<file path="config.mk">
export PLATFORM = sky130hd
export DESIGN_NAME = board_event_processor_flat
export DESIGN_NICKNAME = d
export VERILOG_FILES = /design/src/rtl/dice_race_pkg.sv /design/src/rtl/board_event_processor_if.sv /design/src/rtl/sec_tick_gen.sv /design/src/rtl/board_event_processor.sv /design/src/flat_wrapper.sv
export SDC_FILE = /design/constraint.sdc
export NUM_CORES = 1
export LEC_CHECK = 0
export CORE_ASPECT_RATIO = 0.7
export CORE_MARGIN = 5
export CORE_UTILIZATION = 61
export DETAILED_ROUTE_END_ITERATION = 12
export HOLD_SLACK_MARGIN = 0.02
export PLACE_DENSITY = 0.82
export SKIP_CTS_REPAIR_TIMING = 1
export SYNTH_ARGS = -nofsm -noshare
export SYNTH_HDL_FRONTEND = slang
export SYNTH_SLANG_ARGS = --single-unit
export TNS_END_PERCENT = 50
</file>
<file path="constraint.sdc">
create_clock -name clk -period 5.1 [get_ports clk]
set_clock_uncertainty 0.05 [all_clocks]
set_input_delay 1.02 -clock clk [delete_from_list [all_inputs] [get_ports clk]]
set_output_delay 1.02 -clock clk [all_outputs]
set_load 0.03 [all_outputs]
</file>
<file path="src/rtl/dice_race_pkg.sv">
// Shared types for the dice-race board: video filter codes, board event codes and event FSM states.
package dice_race_pkg;

  localparam int unsigned EV_W  = 4;
  localparam int unsigned SEC_W = 4;

  typedef enum logic [2:0] {
    F_NONE,
    F_GRAY,
    F_INVERT,
    F_MOSAIC,
    F_MIRROR,
    F_RAINBOW
  } filter_t;

  localparam logic [EV_W-1:0] EV_NONE    = 4'd0;
  localparam logic [EV_W-1:0] EV_GRAY    = 4'd2;
  localparam logic [EV_W-1:0] EV_BACK    = 4'd3;
  localparam logic [EV_W-1:0] EV_MOSAIC  = 4'd4;
  localparam logic [EV_W-1:0] EV_MIRROR  = 4'd6;
  localparam logic [EV_W-1:0] EV_RAINBOW = 4'd8;
  localparam logic [EV_W-1:0] EV_WIN     = 4'd10;

  typedef logic [1:0] evt_state_t;
  localparam evt_state_t S_IDLE = 2'd0;
  localparam evt_state_t S_RUN  = 2'd1;
  localparam evt_state_t S_END  = 2'd2;
  localparam evt_state_t S_WIN  = 2'd3;

  // Square events that run a timed filter; other nonzero codes end immediately.
  function automatic logic is_square_event(input logic [EV_W-1:0] code);
    return code inside {EV_GRAY, EV_BACK, EV_MOSAIC, EV_MIRROR, EV_RAINBOW};
  endfunction

  function automatic filter_t event_filter(input logic [EV_W-1:0] code);
    case (code)
      EV_GRAY:    return F_GRAY;
      EV_BACK:    return F_INVERT;
      EV_MOSAIC:  return F_MOSAIC;
      EV_MIRROR:  return F_MIRROR;
      EV_RAINBOW: return F_RAINBOW;
      default:    return F_NONE;
    endcase
  endfunction

endpackage

</file>
<file path="src/rtl/board_event_processor_if.sv">
// Turn-result inputs from game_logic and event/filter outputs toward the pixel pipeline.
// skip_btn exists only when EVENT_SKIP_EN is defined.
interface board_event_processor_if;
  import dice_race_pkg::*;

  logic              pos_valid;
  logic [EV_W-1:0]   event_flag;
  logic              winner_valid;
`ifdef EVENT_SKIP_EN
  logic              skip_btn;
`endif
  logic              event_active;
  logic [EV_W-1:0]   event_id;
  filter_t           filter_sel;
  logic [SEC_W-1:0]  sec_left;
  logic              event_end_tick;

`ifdef EVENT_SKIP_EN
  modport master (output pos_valid, event_flag, winner_valid, skip_btn,
                  input  event_active, event_id, filter_sel, sec_left, event_end_tick);
  modport slave  (input  pos_valid, event_flag, winner_valid, skip_btn,
                  output event_active, event_id, filter_sel, sec_left, event_end_tick);
`else
  modport master (output pos_valid, event_flag, winner_valid,
                  input  event_active, event_id, filter_sel, sec_left, event_end_tick);
  modport slave  (input  pos_valid, event_flag, winner_valid,
                  output event_active, event_id, filter_sel, sec_left, event_end_tick);
`endif

endinterface

</file>
<file path="src/rtl/sec_tick_gen.sv">
// One-cycle tick every CLK_HZ cycles; clear holds the count at zero so the
// first tick after clear drops lands CLK_HZ cycles later.
module sec_tick_gen #(
  parameter int unsigned CLK_HZ = 100_000_000
) (
  input  logic clk,
  input  logic reset,
  input  logic clear,
  output logic tick_c
);

  localparam int unsigned CNT_W = (CLK_HZ > 1) ? $clog2(CLK_HZ) : 1;
  localparam logic [CNT_W-1:0] CNT_LAST = CNT_W'(CLK_HZ - 1);

  logic [CNT_W-1:0] count;

  assign tick_c = ~clear & (count == CNT_LAST);

  always_ff @(posedge clk or posedge reset) begin
    if (reset)                count <= '0;
    else if (clear || tick_c) count <= '0;
    else                      count <= count + CNT_W'(1);
  end

endmodule

</file>
<file path="src/rtl/board_event_processor.sv">
// Runs the board-square event after each turn: drives a timed video filter and
// pulses event_end_tick when done. EVENT_SKIP_EN adds skip_btn to end a running event early.
module board_event_processor
  import dice_race_pkg::*;
#(
  parameter int unsigned CLK_HZ    = 100_000_000,
  parameter int unsigned EVENT_SEC = 3
) (
  input  logic                      clk,
  input  logic                      reset,
  board_event_processor_if.slave    bus
);

  localparam logic [SEC_W-1:0] SEC_INIT = SEC_W'(EVENT_SEC);

  evt_state_t        state;
  evt_state_t        state_n;
  logic              pos_valid_d;
  logic              trig_c;
  logic              skip_c;
  logic              sec_tick_c;
  logic              sec_clear_c;
  logic              go_end_c;
  logic              active_n;
  logic [EV_W-1:0]   id_n;
  filter_t           filter_n;
  logic [SEC_W-1:0]  sec_n;
  logic              end_tick_n;

  // game_logic signals a finished turn with the falling edge of pos_valid.
  assign trig_c      = pos_valid_d & ~bus.pos_valid;
  assign sec_clear_c = (state != S_RUN);

`ifdef EVENT_SKIP_EN
  assign skip_c = bus.skip_btn;
`else
  assign skip_c = 1'b0;
`endif

  sec_tick_gen #(.CLK_HZ(CLK_HZ)) u_sec_tick (
    .clk    (clk),
    .reset  (reset),
    .clear  (sec_clear_c),
    .tick_c (sec_tick_c)
  );

  always_comb begin
    state_n    = state;
    active_n   = bus.event_active;
    id_n       = bus.event_id;
    filter_n   = bus.filter_sel;
    sec_n      = bus.sec_left;
    end_tick_n = 1'b0;
    go_end_c   = 1'b0;

    case (state)
      S_IDLE: begin
        if (trig_c) begin
          if (bus.winner_valid) begin
            state_n  = S_WIN;
            active_n = 1'b1;
            id_n     = EV_WIN;
            filter_n = F_RAINBOW;
            sec_n    = '0;
          end else if (is_square_event(bus.event_flag)) begin
            state_n  = S_RUN;
            active_n = 1'b1;
            id_n     = bus.event_flag;
            filter_n = event_filter(bus.event_flag);
            sec_n    = SEC_INIT;
          end else if (bus.event_flag != EV_NONE) begin
            go_end_c = 1'b1;
          end
        end
      end
      S_RUN: begin
        if (skip_c || (sec_tick_c && (bus.sec_left == SEC_W'(1)))) begin
          go_end_c = 1'b1;
        end else if (sec_tick_c) begin
          sec_n = bus.sec_left - SEC_W'(1);
        end
      end
      S_END: begin
        state_n = S_IDLE;
      end
      S_WIN: begin
        state_n = S_WIN;
      end
      default: begin
        state_n = S_IDLE;
      end
    endcase

    // Completing (or bypassing) an event restores idle outputs alongside the end pulse.
    if (go_end_c) begin
      state_n    = S_END;
      active_n   = 1'b0;
      id_n       = EV_NONE;
      filter_n   = F_NONE;
      sec_n      = '0;
      end_tick_n = 1'b1;
    end
  end

  always_ff @(posedge clk or posedge reset) begin
    if (reset) begin
      state              <= S_IDLE;
      pos_valid_d        <= 1'b0;
      bus.event_active   <= 1'b0;
      bus.event_id       <= EV_NONE;
      bus.filter_sel     <= F_NONE;
      bus.sec_left       <= '0;
      bus.event_end_tick <= 1'b0;
    end else begin
      state              <= state_n;
      pos_valid_d        <= bus.pos_valid;
      bus.event_active   <= active_n;
      bus.event_id       <= id_n;
      bus.filter_sel     <= filter_n;
      bus.sec_left       <= sec_n;
      bus.event_end_tick <= end_tick_n;
    end
  end

endmodule

</file>
<file path="src/flat_wrapper.sv">
// flat-port wrapper written by rule: the top's interface ports become plain ports
module board_event_processor_flat import dice_race_pkg::*;
#(
  parameter int unsigned CLK_HZ    = 100_000_000,
  parameter int unsigned EVENT_SEC = 3
)
  (clk, reset, bus_pos_valid, bus_event_flag, bus_winner_valid, bus_event_active, bus_event_id, bus_filter_sel, bus_sec_left, bus_event_end_tick);
  board_event_processor_if bus_i ();
  input  logic clk;
  input  logic reset;
  input wire logic [$bits(bus_i.pos_valid)-1:0] bus_pos_valid;
  input wire logic [$bits(bus_i.event_flag)-1:0] bus_event_flag;
  input wire logic [$bits(bus_i.winner_valid)-1:0] bus_winner_valid;
  output wire logic [$bits(bus_i.event_active)-1:0] bus_event_active;
  output wire logic [$bits(bus_i.event_id)-1:0] bus_event_id;
  output wire logic [$bits(bus_i.filter_sel)-1:0] bus_filter_sel;
  output wire logic [$bits(bus_i.sec_left)-1:0] bus_sec_left;
  output wire logic [$bits(bus_i.event_end_tick)-1:0] bus_event_end_tick;
  assign bus_i.pos_valid = bus_pos_valid;
  assign bus_i.event_flag = bus_event_flag;
  assign bus_i.winner_valid = bus_winner_valid;
  assign bus_event_active = bus_i.event_active;
  assign bus_event_id = bus_i.event_id;
  assign bus_filter_sel = bus_i.filter_sel;
  assign bus_sec_left = bus_i.sec_left;
  assign bus_event_end_tick = bus_i.event_end_tick;
  board_event_processor #(.CLK_HZ(CLK_HZ), .EVENT_SEC(EVENT_SEC)) u_core (.clk(clk), .reset(reset), .bus(bus_i));
endmodule
</file>
==> results of run 1 <==
-- state kept, by name (all words and copies together), names as in the netlist --
| name | flops |
|---|---|
| u_core.bus.event_active | 1 |
| u_core.bus.event_end_tick | 1 |
| u_core.bus.event_id | 4 |
| u_core.bus.filter_sel | 3 |
| u_core.bus.sec_left | 4 |
| u_core.pos_valid_d | 1 |
| u_core.state | 2 |
| u_core.u_sec_tick.count | 27 |
-- power by group through the flow --
stage | registers (W) | clock network [W] | logic, W
2_1_floorplan | 0.000491 | 0 | 0.000145
3_3_place_gp | 0.000427 | 0 | 0.000303
3_5_place_dp | 0.000427 | 0 | 0.000309
4_1_cts | 0.000421 | 0.000213 | 0.000311
5_1_grt | 0.000427 | 0.000228 | 0.000339
6_report | 0.000421 | 0.000210 | 0.000306
-- kinds of logic after synthesis --
logic type / count (synthesis) / synth area share [%]
buffers and inverters: 20 / 4.62
XOR/XNOR: 25 / 9.30
AO/OA/AOI/OAI: 34 / 10.0
adder cells (fa/ha/maj): 5 / 2.66
flip-flops: 43 / 45.7
AND/OR/NAND/NOR: 120 / 27.7
-- worst max-delay path, cell delays in order --
cell and delay [ns]:
clkdlybuf4s50_1 0.57, nor3b_1 0.25, nor4_4 0.44, nor3b_4 0.40, a211oi_4 0.08, a211o_1 0.28, o311ai_2 0.21
-- routing by layer --
layer,global-route usage (%),vias up
li1,-,878
met1,25.7,821
met2,28.2,34
met3,4.74,8
met4,8.94,0
met5,0,-
-- stage by stage --
step,total power [W],worst slack (ns),hold WS [ns]
floorplan,0.000636,2.41,0.401
global placement,0.000730,1.77,0.421
detailed placement,0.000736,1.71,0.434
CTS,0.000944,2.00,0.444
global route,0.000994,1.85,0.460
finish,0.000937,1.99,0.441
-- path summary, 6_finish.rpt --
check | from | endpoint | depth (start not counted)
worst max-delay path | bus_event_flag[2] | u_core.bus.sec_left[0]$_DFFE_PP0P_ | 7
worst min-delay path | u_core.u_sec_tick.count[0]$_DFF_PP0_ | u_core.u_sec_tick.count[0]$_DFF_PP0_ | 1
worst max register to register | u_core.u_sec_tick.count[9]$_DFF_PP0_ | u_core.u_sec_tick.count[2]$_DFF_PP0_ | 5
worst min register to register | u_core.u_sec_tick.count[0]$_DFF_PP0_ | u_core.u_sec_tick.count[0]$_DFF_PP0_ | 1
max in group asynchronous | reset | u_core.bus.filter_sel[0]$_DFFE_PP0P_ | 3
min in group asynchronous | reset | u_core.bus.event_id[0]$_DFFE_PP0P_ | 3
-- area by class of cell --
class	instances	area [sq um]
inverter	10	40.0
clock buffer	7	76.3
sequential	43	1080
tap	50	62.6
fill	293	988
multi-input combinational	184	1170
clock inverter	1	5.00
timing repair buffer	21	208
-- cell usage in the layout, fill, tap and decap left out, types with 3 or more instances in the layout --
master / instances
a21oi_1: 7
and3_1: 5
clkbuf_8: 5
clkdlybuf4s50_1: 20
dfrtp_1: 43
ha_1: 5
inv_1: 9
nand2_1: 22
nand3_1: 9
nand3b_1: 4
nand4_1: 6
nor2_1: 47
nor3_1: 4
nor3b_1: 3
o21ai_0: 10
o21ai_1: 3
xnor2_1: 12
xor2_1: 13
==> flow_summary.yaml, run 1 <==
timing:
  setup_tns_ns: 0
  fin_crit_sh_pct: 61.0
  rsz0062_at_grt: "false"
  hold_viol_final: 0
  layout_min_cycle_time_ns: 3.11
  max_freq_mhz: 322
  finalSetupViolations: 0
  slew_violations: 0
  relSlewSlack_pct: 33.9
  worst_pin_slew_ns: 0.991
clock_tree:
  clock_latency_ns: 0.30
  cts-root-buf: "clkbuf_8"
  cts_tree: "yes"
  path_clk_slew_ns: 0.08
  cts_buffer_depth: 2
  cts_max_level: 2
  clkSinkCount: 43
  numCtsBuffers: 5
synth:
  async_flop_share_pct: 100
  syn_area_per_cell_sq_um: 9.53
  ys_types: 50
  ys_warn_count: 0
  synth_area_leader_cell: "dfrtp_1"
  synthCells: 247
  synth_edf_count: 0
  ys.flop_type: "dfrtp_1"
  ys_top_cells_by_count: "nor2_1 (47), dfrtp_1 (43), nand2_1 (22), xor2_1 (13), xnor2_1 (12)"
  synth_top_area_share_pct: 45.7
  syn-num-nets: 260
  seq_area_frac_synth_pct: 45.7
  ys_ff_latch: 43
  synthMostInstantiatedCell: "nor2_1"
  yosys-top-cells-area: "dfrtp_1 (46%), nor2_1 (7.5%), xor2_1 (4.8%)"
  syn_area_sq_mm: 0.00235
layout:
  area_growth_pct: 12.0
  post-route-util_pct: 72.7
  layoutNonFillerInstCount: 316
  antennaDiodeCount: 0
  layout.nets: 278
  drive_above_1_share_pct: 8.65
  design_area_sq_mm: 0.00264
floorplan:
  die_area_sq_mm: 0.00522
  die_w_um: 84.3
  coreArea_sq_mm: 0.00363
  start_util_pct: 64.9
  rows: 18
  die_h_um: 62.0
  io_pins: 21
worst_setup_path:
  rrSetupSlack_ns: 2.45
  cp-end-kind: "register"
  cp.arrival_ns: 3.26
  critPathRequiredTime_ns: 5.25
  crit_path_start_kind: "input port"
  path_class: "in2reg"
  crit_fanout: 10
global_routing:
  grt-ovfl-total: 0
  grt_max_degree: 44
  track_usage_pct: 18.7
  antenna_found_initial: 0
  grt_pass1_wl_um: 7610
  grt_pass1_vias: 1681
power:
  switching_share_pct: 36.6
  irDropWorstVdd_mv: 0.261
  comb_power_share_pct: 32.7
  leakage_nw: 1.05
  p_per_area_mw_per_mm2: 355
  p_sw_w: 0.000343
  internal_power_w: 0.000594
  seq_power_share_pct: 44.9
  pwr-share-clk_pct: 22.4
drt:
  dr_wl_met2_um: 1830
  ant_nets: 0
  dr.max_layer_used: "met4"
  drc: 0
  dr.pass1.iters: 4
  detail_route.wl_per_cell_um: 13.8
  wl_met1_um: 2280
  vias: 1741
  wirelength_um: 4360
  via_per_inst: 5.51
  met3_length_um: 177
  first_iter_violations: 59
placed_design:
  place_hpwl_um: 3060
  globalplace.congestion: 0.904
  place_area_sq_mm: 0.00256
  numPortBuffers: 20
  dp.cells: 308
flow_run:
  cap_violations: 0
outcome:
  status: "complete, no violations"
min_path:
  worstHoldPathType: "reg2reg"
(Power assumes the default switching activity.)
==> run 2: changes to the inputs <==
Settings changed: CORE_UTILIZATION 61 to 57, PLACE_DENSITY 0.82 to 0.77.
Clock period 5.1 ns to 3.13 ns, I/O delays scaled along.
==> run 2 against run 1 <==
  * Sequential share of layout area down 0.55 points
  * Non-clock buffer count up 4
  * Largest power group unchanged
  * Utilization down 5.0 points
  * Setup slack worse by 1.5 ns
  * Highest routed layer unchanged
  * First-iteration DRC count up 61%
  * Register-to-register slack worse by 1.6 ns
  * Critical endpoint is now u_core.bus.sec_left[2]$_DFFE_PP0P_
  * Count of clock-buffer cells in the layout down 1
==> flow_summary.yaml, run 2 (synthesis results as in run 1) <==
outcome:
  status: "complete, no violations"
worst_setup_path:
  rrSetupSlack_ns: 0.90
  critPathRequiredTime_ns: 3.26
  path_class: "in2reg"
  cp.arrival_ns: 2.78
  critPathLaunch: "bus_event_flag[1]"
  slowest_stage: "clkdlybuf4s50_1"
  path_buf_inv: 2
  crit_path_start_kind: "input port"
  reg2reg_from: "u_core.state[1]$_DFFE_PP0P_"
  path_depth: 8
  r2r-end: "u_core.bus.sec_left[0]$_DFFE_PP0P_"
  crit_end: "u_core.bus.sec_left[2]$_DFFE_PP0P_"
  crit_fanout: 9
  cp_common_cell: "o21ai_1"
  cp-end-kind: "register"
  cpPeakStageDelay_ns: 0.64
  path_cells: "clkdlybuf4s50_1, nor3b_1, nor4_4, buf_4, o21ai_1, o21ai_0, a32oi_1, o21ai_1"
  cp_top_family: "compound AO/OA/AOI/OAI gates"
  worstRegToRegCells: 7
layout:
  area_growth_pct: 13.5
  mostFrequentLayoutCell: "nor2_1"
  post-route-util_pct: 67.8
  largestRegisters: "u_core.u_sec_tick.count (27), u_core.bus.event_id (4), u_core.bus.sec_left (4)"
  layout.nets: 282
  top_register: "u_core.u_sec_tick.count"
  design_area_sq_mm: 0.00267
  largest_register_ffs: 27
  layoutNonFillerInstCount: 322
  mostFrequentLayoutCells: "nor2_1 (47), dfrtp_1 (43), nand2_1 (22)"
  drive_above_1_share_pct: 10.4
  antennaDiodeCount: 0
placed_design:
  globalplace.congestion: 0.814
  place_area_sq_mm: 0.00259
  numPortBuffers: 20
  dp.cells: 314
  place_hpwl_um: 3150
clock_tree:
  cts-root-buf: "clkbuf_8"
  numCtsBuffers: 5
  cts_max_level: 2
  cts_tree: "yes"
  clock_latency_ns: 0.30
  path_clk_slew_ns: 0.08
  clkSinkCount: 43
  cts_buffer_depth: 2
drt:
  first_iter_violations: 95
  drc: 0
  wirelength_um: 4450
  detail_route.wl_per_cell_um: 13.8
  via_per_inst: 5.48
  ant_nets: 0
  vias: 1765
  dr.pass1.iters: 4
global_routing:
  grt_pass1_vias: 1639
  track_usage_pct: 17.7
  grt_pass1_wl_um: 7840
  grt-ovfl-total: 0
  antenna_found_initial: 0
  grt_max_degree: 44
floorplan:
  rows: 19
  io_pins: 21
  die_area_sq_mm: 0.00554
  die_h_um: 63.8
  start_util_pct: 59.7
  coreArea_sq_mm: 0.00395
  die_w_um: 86.8
timing:
  hold_slack_ns: 0.431
  hold_viol_final: 0
  slew_violations: 0
  relSlewSlack_pct: 57.5
  worst_pin_slew_ns: 0.628
  setup_tns_ns: 0
  layout_min_cycle_time_ns: 2.65
  max_freq_mhz: 378
  finalSetupViolations: 0
  rsz0062_at_grt: "false"
  fin_crit_sh_pct: 84.6
flow_run:
  cap_violations: 0
min_path:
  worstHoldPathType: "reg2reg"
power:
  leakage_nw: 1.07
  irDropWorstVdd_mv: 0.413
  p_per_area_mw_per_mm2: 578
-- run 2: cell count changes in the layout (fill, tap and decap cells not counted) --
cell	previous run	this run
buf_4	1	5
clkinvlp_4	0	1
clkbuf_1	2	1
-- run 2: power by group --
part,internal (W),switching [W]
clock,0.000156,0.000191
combinational,0.000193,0.000319
sequential,0.000629,0.0000587
total,0.000977,0.000569
-- run 2: worst min path at each step --
| stage | slack (ns) | from | cells after the start | to |
|---|---|---|---|---|
| floorplan | 0.40 | u_core.u_sec_tick.count[0]$_DFF_PP0_ | 1 | u_core.u_sec_tick.count[0]$_DFF_PP0_ |
| finish | 0.43 | u_core.u_sec_tick.count[0]$_DFF_PP0_ | 1 | u_core.u_sec_tick.count[0]$_DFF_PP0_ |
| CTS | 0.43 | u_core.u_sec_tick.count[0]$_DFF_PP0_ | 1 | u_core.u_sec_tick.count[0]$_DFF_PP0_ |
| global placement | 0.42 | u_core.u_sec_tick.count[0]$_DFF_PP0_ | 1 | u_core.u_sec_tick.count[0]$_DFF_PP0_ |
| global route | 0.46 | u_core.u_sec_tick.count[0]$_DFF_PP0_ | 1 | u_core.u_sec_tick.count[0]$_DFF_PP0_ |
| detailed placement | 0.42 | u_core.u_sec_tick.count[0]$_DFF_PP0_ | 1 | u_core.u_sec_tick.count[0]$_DFF_PP0_ |
-- run 2: per-layer routing --
layer  up-vias  wire (um)  track usage [%]
met2        31       1800             23.7
met3         5        154             3.98
met5         -          0                0
met1       842       2440             27.7
met4         0         51             6.23
li1        887          -                -
-- run 2: area by class of cell --
| class | instances | area (sq um) |
|---|---|---|
| clock buffer | 6 | 72.6 |
| tap | 52 | 65.1 |
| sequential | 43 | 1080 |
| multi-input combinational | 184 | 1170 |
| clock inverter | 2 | 12.5 |
| timing repair buffer | 25 | 238 |
| inverter | 10 | 40.0 |
| fill | 304 | 1270 |
-- run 2: worst register-to-register path: cells and delay by family (launching register included) --
| family | cells | cell delay (ns) |
|---|---|---|
| and+or+nand+nor | 1 | 0.57 |
| buffers and inverters | 3 | 0.47 |
| DFF | 1 | 0.38 |
| adders and majority gates | 1 | 0.37 |
| AOI/OAI and AO/OA | 2 | 0.27 |
-- run 2: through the flow --
step,setup slack [ns],power (W)
final,0.482,0.00155
after global routing,0.340,0.00165
after CTS,0.522,0.00157
after detailed placement,0.214,0.00121
after global placement,0.318,0.00120
after floorplan,0.831,0.00104
